### src/rtl/alu_div_seq.sv
// rtl/alu_div_seq.sv - restoring divide sequencer driving the shared ALU (signed mode under DIV_SIGNED_EN)
module alu_div_seq #(
   parameter int XLEN = 32
) (
   input  logic            i_clk,
   input  logic            i_reset,
   input  logic            i_start,
   input  logic            i_signed,
   input  logic [XLEN-1:0] i_dividend,
   input  logic [XLEN-1:0] i_divisor,
   output logic [XLEN-1:0] o_alu_a,
   output logic [XLEN-1:0] o_alu_b,
   output logic [3:0]      o_alu_op,
   input  logic [XLEN-1:0] i_alu_data,
   output logic            o_busy,
   output logic            o_done,
   output logic [XLEN-1:0] o_quot,
   output logic [XLEN-1:0] o_rem
);

   localparam logic [3:0] ALU_ADD  = 4'b0000;
   localparam logic [3:0] ALU_SUB  = 4'b0001;
   localparam logic [3:0] ALU_SLTU = 4'b0011;

   typedef enum logic [2:0] {
      S_IDLE  = 3'd0,
      S_CMP   = 3'd1,
      S_SUB   = 3'd2,
      S_DONE  = 3'd3
`ifdef DIV_SIGNED_EN
      ,
      S_NEG_A = 3'd4,
      S_NEG_B = 3'd5,
      S_NEG_Q = 3'd6,
      S_NEG_R = 3'd7
`endif
   } state_t;

   state_t          state_q, state_d;
   logic [XLEN-1:0] dvd_q, dvd_d;       // dividend magnitude
   logic [XLEN-1:0] dsr_q, dsr_d;       // divisor magnitude
   logic [XLEN-1:0] rem_q, rem_d;       // partial remainder
   logic [XLEN-1:0] quot_q, quot_d;     // quotient under construction
   logic [4:0]      idx_q, idx_d;       // current quotient bit
   logic [XLEN-1:0] r_q, r_d;           // shifted remainder carried from CMP to SUB
   logic            ge_q, ge_d;         // shifted remainder >= divisor
   logic            dz_q, dz_d;         // current result came from divide-by-zero
   logic [XLEN-1:0] qout_q, qout_d;
   logic [XLEN-1:0] rout_q, rout_d;
`ifdef DIV_SIGNED_EN
   logic            sgn_q, sgn_d;       // signed request
   logic            sq_q, sq_d;         // quotient must be negated
   logic            sr_q, sr_d;         // remainder must be negated
`else
   logic            unused_signed;
   assign unused_signed = i_signed;
`endif

   logic [XLEN:0]   shifted;
   logic            accept;

   // The divide-by-zero result is produced without taking the ALU, so busy stays low.
   assign o_busy   = (state_q != S_IDLE) && !((state_q == S_DONE) && dz_q);
   assign o_done   = (state_q == S_DONE);
   assign o_quot   = qout_q;
   assign o_rem    = rout_q;
   assign accept   = i_start && !o_busy;
   assign shifted  = {rem_q, dvd_q[idx_q]};

   // Next-state, datapath updates and ALU request for the current state.
   always_comb begin
      state_d  = state_q;
      dvd_d    = dvd_q;
      dsr_d    = dsr_q;
      rem_d    = rem_q;
      quot_d   = quot_q;
      idx_d    = idx_q;
      r_d      = r_q;
      ge_d     = ge_q;
      dz_d     = dz_q;
      qout_d   = qout_q;
      rout_d   = rout_q;
`ifdef DIV_SIGNED_EN
      sgn_d    = sgn_q;
      sq_d     = sq_q;
      sr_d     = sr_q;
`endif
      o_alu_a  = '0;
      o_alu_b  = '0;
      o_alu_op = ALU_ADD;
      case (state_q)
         S_IDLE, S_DONE: begin
            if (accept) begin
               dvd_d  = i_dividend;
               dsr_d  = i_divisor;
               rem_d  = '0;
               quot_d = '0;
               idx_d  = 5'd31;
               dz_d   = 1'b0;
`ifdef DIV_SIGNED_EN
               sgn_d  = i_signed;
`endif
               if (i_divisor == '0) begin
                  dz_d    = 1'b1;
                  state_d = S_DONE;
                  qout_d  = '1;
                  rout_d  = i_dividend;
               end else begin
`ifdef DIV_SIGNED_EN
                  state_d = i_signed ? S_NEG_A : S_CMP;
`else
                  state_d = S_CMP;
`endif
               end
            end else if (state_q == S_DONE) begin
               state_d = S_IDLE;
            end
         end
         S_CMP: begin
            o_alu_a  = shifted[XLEN-1:0];
            o_alu_b  = dsr_q;
            o_alu_op = ALU_SLTU;
            r_d      = shifted[XLEN-1:0];
            ge_d     = shifted[XLEN] | ~i_alu_data[0];
            state_d  = S_SUB;
         end
         S_SUB: begin
            o_alu_a        = r_q;
            o_alu_b        = dsr_q;
            o_alu_op       = ALU_SUB;
            rem_d          = ge_q ? i_alu_data : r_q;
            quot_d[idx_q]  = ge_q;
            if (idx_q == 5'd0) begin
`ifdef DIV_SIGNED_EN
               if (sgn_q) begin
                  state_d = S_NEG_Q;
               end else
`endif
               begin
                  state_d = S_DONE;
                  qout_d  = quot_d;
                  rout_d  = rem_d;
               end
            end else begin
               idx_d   = idx_q - 5'd1;
               state_d = S_CMP;
            end
         end
`ifdef DIV_SIGNED_EN
         S_NEG_A: begin
            o_alu_b  = dvd_q;
            o_alu_op = ALU_SUB;
            sr_d     = dvd_q[XLEN-1];
            if (dvd_q[XLEN-1]) dvd_d = i_alu_data;
            state_d  = S_NEG_B;
         end
         S_NEG_B: begin
            o_alu_b  = dsr_q;
            o_alu_op = ALU_SUB;
            sq_d     = sr_q ^ dsr_q[XLEN-1];
            if (dsr_q[XLEN-1]) dsr_d = i_alu_data;
            state_d  = S_CMP;
         end
         S_NEG_Q: begin
            o_alu_b  = quot_q;
            o_alu_op = ALU_SUB;
            if (sq_q) quot_d = i_alu_data;
            state_d  = S_NEG_R;
         end
         S_NEG_R: begin
            o_alu_b  = rem_q;
            o_alu_op = ALU_SUB;
            if (sr_q) rem_d = i_alu_data;
            state_d  = S_DONE;
            qout_d   = quot_q;
            rout_d   = rem_d;
         end
`endif
         default: state_d = S_IDLE;
      endcase
   end

   // State and datapath registers; reset discards any partial result.
   always_ff @(posedge i_clk) begin
      if (i_reset) begin
         state_q <= S_IDLE;
         dvd_q   <= '0;
         dsr_q   <= '0;
         rem_q   <= '0;
         quot_q  <= '0;
         idx_q   <= '0;
         r_q     <= '0;
         ge_q    <= 1'b0;
         dz_q    <= 1'b0;
         qout_q  <= '0;
         rout_q  <= '0;
`ifdef DIV_SIGNED_EN
         sgn_q   <= 1'b0;
         sq_q    <= 1'b0;
         sr_q    <= 1'b0;
`endif
      end else begin
         state_q <= state_d;
         dvd_q   <= dvd_d;
         dsr_q   <= dsr_d;
         rem_q   <= rem_d;
         quot_q  <= quot_d;
         idx_q   <= idx_d;
         r_q     <= r_d;
         ge_q    <= ge_d;
         dz_q    <= dz_d;
         qout_q  <= qout_d;
         rout_q  <= rout_d;
`ifdef DIV_SIGNED_EN
         sgn_q   <= sgn_d;
         sq_q    <= sq_d;
         sr_q    <= sr_d;
`endif
      end
   end

endmodule

### config.mk
export PLATFORM = sky130hd
export DESIGN_NAME = alu_div_seq
export DESIGN_NICKNAME = d
export VERILOG_FILES = /design/src/rtl/alu_div_seq.sv
export SDC_FILE = /design/constraint.sdc
export NUM_CORES = 1
export LEC_CHECK = 0
export ABC_AREA = 1
export ABC_CLOCK_PERIOD_IN_PS = 5220
export CORE_ASPECT_RATIO = 1.4
export CORE_MARGIN = 2
export CORE_UTILIZATION = 35
export CTS_BUF_LIST = sky130_fd_sc_hd__clkbuf_8
export CTS_CLUSTER_SIZE = 20
export DETAILED_ROUTE_END_ITERATION = 6
export MAX_ROUTING_LAYER = met4
export SETUP_SLACK_MARGIN = 0.2
export SKIP_LAST_GASP = 1
export SLEW_MARGIN = 20
export SYNTH_ARGS = -nofsm -noshare
export SYNTH_HDL_FRONTEND = slang
export SYNTH_SLANG_ARGS = --single-unit
### constraint.sdc
create_clock -name i_clk -period 5.22 [get_ports i_clk]
set_clock_uncertainty 0.05 [all_clocks]
set_input_delay 1.044 -clock i_clk [delete_from_list [all_inputs] [get_ports i_clk]]
set_output_delay 1.044 -clock i_clk [all_outputs]
set_load 0.05 [all_outputs]
==> qor.txt, run 1 <==
I/O Pins -> 234
DRC -> 0
CTS resizes -> 0
Sink Count -> 233
Gr usage total -> 21.8%
Net switching power figure -> 3.35 mW
Initial Utilization -> 35.7%
Worst path max stage delay -> 0.86 ns
Period utilization -> 86.0%
Outcome -> finished clean
Fin. Hold Viols -> 0
Drt via density -> 4.94
Latest clock arrival within the worst-skew pair -> 0.55 ns
Post-DP HPWL -> 23700 um
Area Overhead vs Synth -> 29.0%
RSZ-0062 raised after global routing -> false
Pleak -> 6.01 nW
CP max FO -> 8
FP Rows -> 76
Die H -> 214 um
Global-route wire length before repair -> 56800 um
Avg Cell Area, Syn -> 6.53 um^2
Post-synthesis sequential area ratio -> 42.3%
Final setup viols -> 0
Ranking of synthesized cells by area -> dfxtp_1 (42%), nand2_1 (15%), a21oi_1 (12%), nor2_1 (7.5%), o21ai_0 (5.7%)
Hold WC Path Type -> register to register
Post-CTS Hold Buffers -> 0
CP startpoint kind -> register
Internal -> 4.09 mW
Critical path, cell by cell -> inv_1 -> nor3_1 -> nand2_1 -> nand2_1 -> nor2_1 -> nand2_1 -> nand2_1 -> a21oi_1 -> clkdlybuf4s50_1
Antenna Violating Nets Remaining -> 0
Max frequency -> 0.223 GHz
Slew Limit Fails -> 0
Post-synthesis cell area -> 0.0110 mm^2
Fin crit period -> 4.49 ns
Initial antenna violation count -> 7
CP bufs+invs -> 2
Largest net degree at the start of global routing -> 114
Nets@finish -> 1960
Dpl cells -> 2200
Most frequent cells in the layout -> nand2_1 (453), a21oi_1 (263), dfxtp_1 (232)
Clock Path Buffers -> 3
DRT Pass-1 Iters -> 6
Clk pwr share -> 23.4%
FF+latch count, synth -> 233
Clk root buf -> clkbuf_8
Setup Fix Bufs, Post-CTS -> 0
Delay-heaviest family, CP -> buffers and inverters
Synth Instances -> 1690
Sw Share -> 45.0%
Most area-hungry cell type in the Yosys netlist -> dfxtp_1
CTS clk-pin slew, worst paths -> 0.06 ns
Critical Path AT -> 3.39 ns
Final non-filler cell total -> 2280
CTS HTree Levels -> 2
DR WL/cell -> 15.8 um
Vias in the first global route -> 10.6k
VDD IR max -> 258 uV
Share of cells above drive strength 1 -> 5.26%
Die outline area -> 0.0330 mm^2
Synth top area share -> 42.3%
Via count -> 11.3k
Most common cell after layout, fill and taps aside -> nand2_1
Max-Cap Viols -> 0
Final Power -> 7.44 mW
CTS tree -> yes
Flop-to-flop setup slack -> 1.55 ns
Core Box Area -> 0.0309 mm^2
Grt ovf -> 0
Seq pwr share -> 32.8%
Die outline width -> 154 um
Most frequent cell on the critical path -> nand2_1
Pwr Density -> 522 mW/mm^2
Routed wire length -> 36100 um
Yosys cell types -> 31
Slew margin rel. -> 31.0%
GP Congestion -> 0.820
Power share of the combinational group -> 43.9%
Port Buffer Count -> 230
# fillers -> 3208
Iteration-0 DRC Markers -> 709
Critical path required time -> 4.13 ns
Synth warn -> 0
Tightest Pin Transition -> 1.03 ns
Slowest cell on crit path -> clkdlybuf4s50_1
CTS Buf Count -> 40
Crit Path Class -> register to primary output
Post-route setup TNS -> 0 ns
Critical path endpoint category -> primary output
-- Yosys cell counts --
cell,number
a211oi_1,1
a21o_1,1
a21oi_1,264
a31oi_1,1
a41oi_1,1
buf_1,17
buf_2,31
buf_4,17
buf_6,6
clkbuf_1,54
clkbuf_2,1
conb_1,1
dfxtp_1,233
ha_1,8
inv_1,140
inv_2,5
inv_4,1
nand2_1,453
nand2_2,6
nand3_1,82
nand3_4,1
nand3b_1,1
nor2_1,222
nor2_4,1
nor3_1,4
nor3_4,1
o21ai_0,125
o21ai_1,9
o31ai_1,1
or2_2,1
xor2_1,1
-- metal layers --
layer	vias to the layer above	share of wire, %	global-route usage, %
li1	5705	-	-
met1	5169	42	26.6
met2	330	49	36.0
met3	70	5.3	3.29
met4	0	3.5	9.00
met5	-	0	-
-- sequential cells by signal, indices dropped and copies added (netlist names) --
signal   count
rem_q       32
quot_q      32
ge_q         1
o_rem       32
dsr_q       32
dz_q         1
o_quot      32
idx_q        5
state_q      2
dvd_q       32
r_q         32
-- final cells by class --
cell class,count,area (um^2),share of cell area (%)
flip-flops and latches,233,4670,32.8
clock inverters,14,57.6,0.404
multi-input cells,1186,5250,36.8
inverters,146,552,3.87
clock buffers,58,798,5.60
diodes,8,20.0,0.141
well taps,390,488,3.43
repair buffers,245,2420,17.0
-- worst min-delay path: cells and delay by family (launching register included) --
family	cells	cell delay [ns]
buffers and inverters	1	0.06
flip-flops	1	0.30
AO/OA/AOI/OAI	1	0.05
-- power groups by stage --
stage | registers (mW) | clock network [mW] | logic (mW)
floorplan | 2.72 | 0 | 2.06
global placement | 2.46 | 0 | 3.24
detailed placement | 2.47 | 0 | 3.27
CTS | 2.43 | 1.78 | 3.28
global route | 2.48 | 1.86 | 3.59
finish | 2.44 | 1.74 | 3.26
-- worst paths after layout --
check,startpoint,endpoint,cells past startpoint
setup / recovery,idx_q[2],o_alu_a[0],9
hold / removal,dvd_q[14],dvd_q[14],2
setup reg to reg,state_q[1],quot_q[24],11
hold reg to reg,dvd_q[14],dvd_q[14],2
-- cell families (layout without fill, tap and decap cells) --
logic type                 after synthesis  after routing  synth area share (%)
adders and majority gates                8              8                 0.907
AOI/OAI and AO/OA                      403            403                  18.4
and+or+nand+nor                        772            772                  27.7
buffers and inverters                  272            463                  10.6
other                                    1             10                0.0340
xor gates and xnor gates                 1              1                0.0794
DFF                                    233            233                  42.3
-- through the flow --
step	setup WS [ns]	hold slack (ns)	cell area, um^2	util, %
finish	0.731	0.403	14200	46.1
global route	0.563	0.423	14200	46.1
CTS	0.815	0.407	14200	46.0
detailed placement	1.39	0.397	13400	43.2
global placement	1.32	0.390	13300	43.2
floorplan	1.85	0.379	11000	-
No activity file was read; power rests on OpenSTA's default activity.
==> inputs of run 2 (changes only) <==
- ABC_AREA: 1 -> 0
- ABC_CLOCK_PERIOD_IN_PS: 5220 -> default
==> run 2 against run 1 <==
Against the previous run: register-to-register slack got worse by 0.05 ns; design area increased by 2.6%; sequential power decreased by 11%; critical path depth decreased by 3; synthesized cell count decreased by 20%; first-iteration DRC count decreased by 29%.
==> qor.txt, run 2 <==
Outcome -> finished clean
DRC -> 0 (unchanged)
Synth Flop Type -> dfxtp_1
Worst path max stage delay -> 0.87 ns (about the same)
# fillers -> 3190 (-0.56%)
Pwr Density -> 453 mW/mm^2 (-13%)
Ranking of synthesized cells by area -> dfxtp_1 (41%), nand2_1 (7.6%), a21oi_1 (5.9%), mux2i_1 (4.8%), o41ai_2 (3.7%)
Hold Startpoint -> rem_q[24]
Hold Path Cell Cnt -> 2 (unchanged)
Drt via density -> 5.33 (+7.8%)
CTS HTree Levels -> 2 (unchanged)
Worst flop-to-flop path startpoint -> state_q[1]
Post-CTS Hold Buffers -> 0 (unchanged)
CP startpoint kind -> register
Most common cell after layout, fill and taps aside -> dfxtp_1
Grt ovf -> 0 (unchanged)
DR WL/cell -> 18.2 um (+15%)
RSZ-0062 raised after global routing -> false
Synth top area share -> 41.0% (-1.2 points)
Slew Limit Fails -> 0 (unchanged)
CP bufs+invs -> 1 (-1)
Nets@finish -> 1618 (-17%)
FP Rows -> 78 (+2.6%)
Max-Cap Viols -> 0 (unchanged)
Slew margin rel. -> 29.8% (-1.2 points)
Most frequent cells in the layout -> dfxtp_1 (232), nand2_1 (229), clkdlybuf4s50_1 (229)
Yosys cell types -> 53 (+71%)
Latest clock arrival within the worst-skew pair -> 0.56 ns (about the same)
Gr usage total -> 20.8% (-1.0 points)
Post-DP HPWL -> 22600 um (-4.8%)
CTS tree -> yes
Vias in the first global route -> 10.2k (-4.2%)
Post-route setup TNS -> 0 ns (unchanged)
FF+latch count, synth -> 233 (unchanged)
Max frequency -> 0.224 GHz (+0.52%)
Via count -> 10.3k (-8.4%)
Die outline area -> 0.0340 mm^2 (+3.0%)
Top-count cell post-synth -> dfxtp_1
Storage cell area -> 0.00467 mm^2 (unchanged)
GP Congestion -> 0.809 (-1.3%)
Synth warn -> 0 (unchanged)
Port Buffer Count -> 230 (unchanged)
Post-synthesis cell area -> 0.0114 mm^2 (+3.0%)
Critical Path AT -> 3.37 ns (-0.02 ns)
Pleak -> 5.08 nW (-15%)
Flop-to-flop setup slack -> 1.50 ns (-0.05 ns)
Hold WC Path Type -> register to register
Period utilization -> 85.5% (-0.45 points)
Delay-heaviest family, CP -> buffers and inverters
I/O Pins -> 234 (unchanged)
DRT Pass-1 Iters -> 5 (-1)
CP max FO -> 17 (+9)
EDFF count, synth -> 0 (unchanged)
Iteration-0 DRC Markers -> 503 (-29%)
CTS clk-pin slew, worst paths -> 0.06 ns (about the same)
CTS Buf Count -> 40 (unchanged)
Most area-hungry cell type in the Yosys netlist -> dfxtp_1
Clk root buf -> clkbuf_8
Reg-to-reg endpoint -> o_rem[4]
Critical path endpoint category -> primary output
Die H -> 217 um (+1.5%)
Largest net degree at the start of global routing -> 134 (+18%)
Sink Count -> 233 (unchanged)
Critical path, cell by cell -> or4b_2 -> o22ai_1 -> a211o_1 -> nor3_1 -> a21oi_1 -> clkdlybuf4s50_1
Hold Path End -> rem_q[24]
Core Box Area -> 0.0322 mm^2 (+4.2%)
Share of cells above drive strength 1 -> 9.70% (+4.4 points)
Post-layout util -> 45.4% (-0.71 points)
Clock Path Buffers -> 3 (unchanged)
Tightest Pin Transition -> 1.05 ns (+0.0153 ns)
Area Overhead vs Synth -> 28.5%
Setup Fix Bufs, Post-CTS -> 0 (unchanged)
Routed wire length -> 35200 um (-2.4%)
Crit Path Class -> register to primary output
VDD IR max -> 202 uV (-22%)
Commonest cells post-synth -> dfxtp_1 (233), nand2_1 (229), a21oi_1 (133)
Post-synthesis sequential area ratio -> 41.0% (-1.2 points)
Area of the multi-input gates -> 0.00605 mm^2 (+15%)
Antenna Violating Nets Remaining -> 0 (unchanged)
Slowest cell on crit path -> clkdlybuf4s50_1
CTS resizes -> 0 (unchanged)
Fin crit period -> 4.47 ns (-0.0234 ns)
Global-route wire length before repair -> 55300 um (-2.6%)
Worst R2R Path Depth -> 9 (-2)
Die outline width -> 156 um (+1.5%)
Initial antenna violation count -> 1 (-6)
Async SR Flop Fraction -> 0% (unchanged)
Fin. Hold Viols -> 0 (unchanged)
Synth Instances -> 1350 (-20%)
Avg Cell Area, Syn -> 8.42 um^2 (+29%)
Critical path required time -> 4.13 ns (about the same)
Initial Utilization -> 35.3% (-0.41 points)
Final setup viols -> 0 (unchanged)
run 2: area by class of cell:
class / instances / share of cell area [%]
multi-input cells: 943 / 41.4
flip-flops and latches: 233 / 31.9
well taps: 400 / 3.42
inverters: 36 / 0.924
diodes: 1 / 0.0171
clock inverters: 21 / 0.608
clock buffers: 47 / 4.43
repair buffers: 256 / 17.3
run 2: cells by family (layout without fill, tap and decap cells):
| kind of cell | Yosys count | in the layout | synth area share [%] |
|---|---|---|---|
| xor+xnor | 2 | 2 | 0.154 |
| simple gates | 504 | 504 | 20.5 |
| compound gates | 344 | 344 | 23.5 |
| other cells | 1 | 3 | 0.0330 |
| fa+ha+maj | 8 | 8 | 0.880 |
| buf+inv | 175 | 360 | 6.25 |
| flops | 233 | 233 | 41.0 |
| mux | 83 | 83 | 7.72 |
run 2: per-stage QoR:
| step | cells | setup WS, ns | area, um^2 | total power, mW | hold WS, ns |
|---|---|---|---|---|---|
| final | 1937 | 0.754 | 14600 | 6.62 | 0.401 |
| after global routing | 1937 | 0.516 | 14600 | 7.00 | 0.417 |
| after CTS | 1936 | 0.696 | 14600 | 6.71 | 0.401 |
| after detailed placement | 1868 | 1.32 | 13900 | 5.11 | 0.392 |
| after global placement | 1868 | 1.34 | 13900 | 5.09 | 0.388 |
| after floorplan | 1351 | 1.40 | 11400 | 4.19 | 0.382 |
run 2: power by group:
| group | switching [mW] | internal [mW] | total [mW] |
|---|---|---|---|
| clock | 0.762 | 0.815 | 1.58 |
| sequential | 0.146 | 2.01 | 2.16 |
| combinational | 1.92 | 0.967 | 2.89 |
| total | 2.83 | 3.79 | 6.62 |
run 2: how the worst max path moves through the flow:
stage,from,to,cells after the start
CTS,state_q[1],o_alu_a[26],6
global placement,state_q[1],o_alu_a[26],6
finish,idx_q[0],o_alu_a[0],6
detailed placement,state_q[1],o_alu_a[26],6
floorplan,state_q[0],o_alu_a[12],5
global route,state_q[1],o_alu_a[26],6
run 2: tightest hold or removal path, delay by kind of cell (launching register included):
kind | cells | cell delay [ns]
flops | 1 | 0.31
compound gates | 1 | 0.05
simple gates | 1 | 0.05
run 2: per-layer routing:
layer	track usage (%)	wire, um	up-vias	part of all wire (%)
li1	-	-	5088	-
met1	26.0	15100	4924	43
met2	33.8	17700	249	50
met3	3.31	1360	67	3.9
met4	7.95	1080	0	3.1
met5	-	0	-	0
==> inputs of run 3 (changes only) <==
--- a/constraint.sdc
+++ b/constraint.sdc
@@ -3,3 +3,3 @@
 set_input_delay 1.044 -clock i_clk [delete_from_list [all_inputs] [get_ports i_clk]]
 set_output_delay 1.044 -clock i_clk [all_outputs]
-set_load 0.05 [all_outputs]
+set_load 0.1 [all_outputs]
==> run 3 against run 2 <==
Against the previous run: design area fell by 0.82%; via count rose by 1.7%; non-clock buffer count is 3 lower; largest power group unchanged; total power rose by 8.8%; sequential power rose by 3%; die area stayed put; hold slack lost 0.0036 ns; clock power is 6% higher; utilization down 0.37 points; combinational power grew 15%; final cell count rose by 0.15%; global-route usage rose by 0.78 points; critical path type unchanged.
==> qor.txt, run 3 (synthesized netlist as in run 2, its figures left out) <==
Setup Fix Bufs, Post-CTS -> 0 (unchanged)
CTS Buf Count -> 40 (unchanged)
Tightest Pin Transition -> 1.06 ns (+0.00716 ns)
Latest clock arrival within the worst-skew pair -> 0.55 ns (about the same)
Fin crit period -> 4.12 ns (-0.346 ns)
Port Buffer Count -> 230 (unchanged)
Hold Startpoint -> dsr_q[16]
Area of the multi-input gates -> 0.00605 mm^2 (unchanged)
CP startpoint -> state_q[0]
Crit Path Class -> register to primary output
Sink Count -> 233 (unchanged)
Hold WC Path Type -> register to register
Dpl cells -> 1865 (-0.16%)
CP startpoint kind -> register
Antenna Violating Nets Remaining -> 0 (unchanged)
CTS tree -> yes
FP Rows -> 78 (unchanged)
# fillers -> 3209 (+0.60%)
Hold Path Cell Cnt -> 2 (unchanged)
Critical Path AT -> 3.03 ns (-0.34 ns)
Via count -> 10.5k (+1.7%)
Hold Path End -> dsr_q[16]
Clock Path Buffers -> 3 (unchanged)
Die outline area -> 0.0340 mm^2 (unchanged)
Die H -> 217 um (unchanged)
Final non-filler cell total -> 1940 (+0.15%)
Nets@finish -> 1615 (-0.19%)
Fin. Hold Viols -> 0 (unchanged)
Worst R2R Path Depth -> 8 (-1)
Most common cell after layout, fill and taps aside -> dfxtp_1
Grt met1 use -> 25.2% (-0.86 points)
DRT Pass-1 Iters -> 5 (unchanged)
Clk root buf -> clkbuf_8
Outcome -> finished clean
DRC -> 0 (unchanged)
Gr usage total -> 21.6% (+0.78 points)
Routed wire length -> 36700 um (+4.3%)
Worst path max stage delay -> 0.67 ns (-0.20 ns)
RSZ-0062 raised after global routing -> false
Flop-to-flop setup slack -> 1.45 ns (-0.05 ns)
Initial Utilization -> 35.3% (unchanged)
Global routing usage on met3 -> 4.18% (+0.88 points)
Period utilization -> 78.9% (-6.6 points)
Initial antenna violation count -> 2 (+1)
Critical path required time -> 4.13 ns (about the same)
Final setup viols -> 0 (unchanged)
Post-DP HPWL -> 23600 um (+4.6%)
Worst flop-to-flop path startpoint -> idx_q[0]
Iteration-0 DRC Markers -> 553 (+9.9%)
VDD IR max -> 211 uV (+4.3%)
Critical path, cell by cell -> inv_1 -> ha_4 -> buf_4 -> nand2_1 -> a21boi_0 -> buf_4
Pwr Density -> 497 mW/mm^2 (+9.7%)
Critical path endpoint category -> primary output
Reg-to-reg endpoint -> o_rem[28]
CP max FO -> 63 (+46)
Slew Limit Fails -> 0 (unchanged)
Die outline width -> 156 um (unchanged)
Share of cells above drive strength 1 -> 14.2% (+4.5 points)
Pleak -> 5.23 nW (+2.8%)
DR WL/cell -> 18.9 um (+4.1%)
Storage cell area -> 0.00467 mm^2 (unchanged)
GP Congestion -> 0.808 (about the same)
CTS clk-pin slew, worst paths -> 0.07 ns (about the same)
Core Box Area -> 0.0322 mm^2 (unchanged)
Max-Cap Viols -> 0 (unchanged)
Most frequent cell on the critical path -> buf_4
Slowest cell on crit path -> buf_4
Global-route wire length before repair -> 56800 um (+2.7%)
Area Overhead vs Synth -> 27.5%
Most frequent cells in the layout -> dfxtp_1 (232), nand2_1 (229), clkdlybuf4s50_1 (164)
Slew margin rel. -> 29.3% (-0.54 points)
I/O Pins -> 234 (unchanged)
Grt ovf -> 0 (unchanged)
Largest net degree at the start of global routing -> 114 (-15%)
Met2 Use GR -> 36.7% (+3.0 points)
GR peak layer -> met2
CTS resizes -> 0 (unchanged)
CTS HTree Levels -> 2 (unchanged)
Post-CTS Hold Buffers -> 0 (unchanged)
Post-route setup TNS -> 0 ns (unchanged)
Drt via density -> 5.41 (+1.5%)
Max frequency -> 0.243 GHz (+8.4%)
Vias in the first global route -> 10.3k (+0.89%)
-- run 3: cell types whose count changed in the layout (fill, tap and decap cells not counted) --
cell             change
a21boi_1             +7
a21boi_0             -7
buf_12               -1
clkinv_2             +2
clkinvlp_4           +1
clkdlybuf4s50_1     -65
clkbuf_8             +5
buf_4               +63
inv_1                -3
diode_2              +1
-- run 3: critical path: cells and delay by family, from the launching register on --
kind | cells | cell delay, ns
AO/OA/AOI/OAI | 1 | 0.34
adder cells (fa/ha/maj) | 1 | 0.46
buffers and inverters | 3 | 1.17
flip-flops | 1 | 0.35
AND/OR/NAND/NOR | 1 | 0.10
-- run 3: power breakdown --
part | switching (mW) | internal (mW) | leakage [nW]
clock network | 0.780 | 0.897 | 0.471
logic | 2.38 | 0.931 | 2.87
registers | 0.207 | 2.01 | 1.89
-- run 3: how the worst max path moves through the flow --
stage	to	slack, ns
3_5_place_dp	o_rem[28]	1.43
3_3_place_gp	o_rem[27]	1.48
5_1_grt	o_alu_a[0]	0.88
4_1_cts	o_alu_a[30]	1.04
2_1_floorplan	o_alu_a[12]	0.04
6_report	o_alu_a[30]	1.10
-- run 3: metrics by stage --
stage               hold slack (ns)  instance area, um^2  setup WS, ns  util [%]  power (mW)
CTS                           0.401                14500          1.04      45.0        7.28
global placement              0.388                13700          1.48      42.5        5.55
finish                        0.398                14500          1.10      45.0        7.20
floorplan                     0.382                11400        0.0429         -        4.67
global route                  0.417                14500         0.878      45.0        7.58
detailed placement            0.392                13700          1.43      42.5        5.59
-- run 3: cell type report --
type | instances | share of cell area, %
well taps | 400 | 3.45
flip-flops and latches | 233 | 32.2
clock buffers | 52 | 4.94
clock inverters | 21 | 0.656
inverters | 36 | 0.932
repair buffers | 253 | 16.1
diodes | 2 | 0.0345
multi-input cells | 943 | 41.7
-- run 3: layer usage --
layer	share of wire [%]	up-vias	wire length (um)
li1	-	5080	-
met1	41	5077	15100
met2	50	262	18500
met3	5.0	82	1850
met4	3.2	0	1190
met5	0	-	0
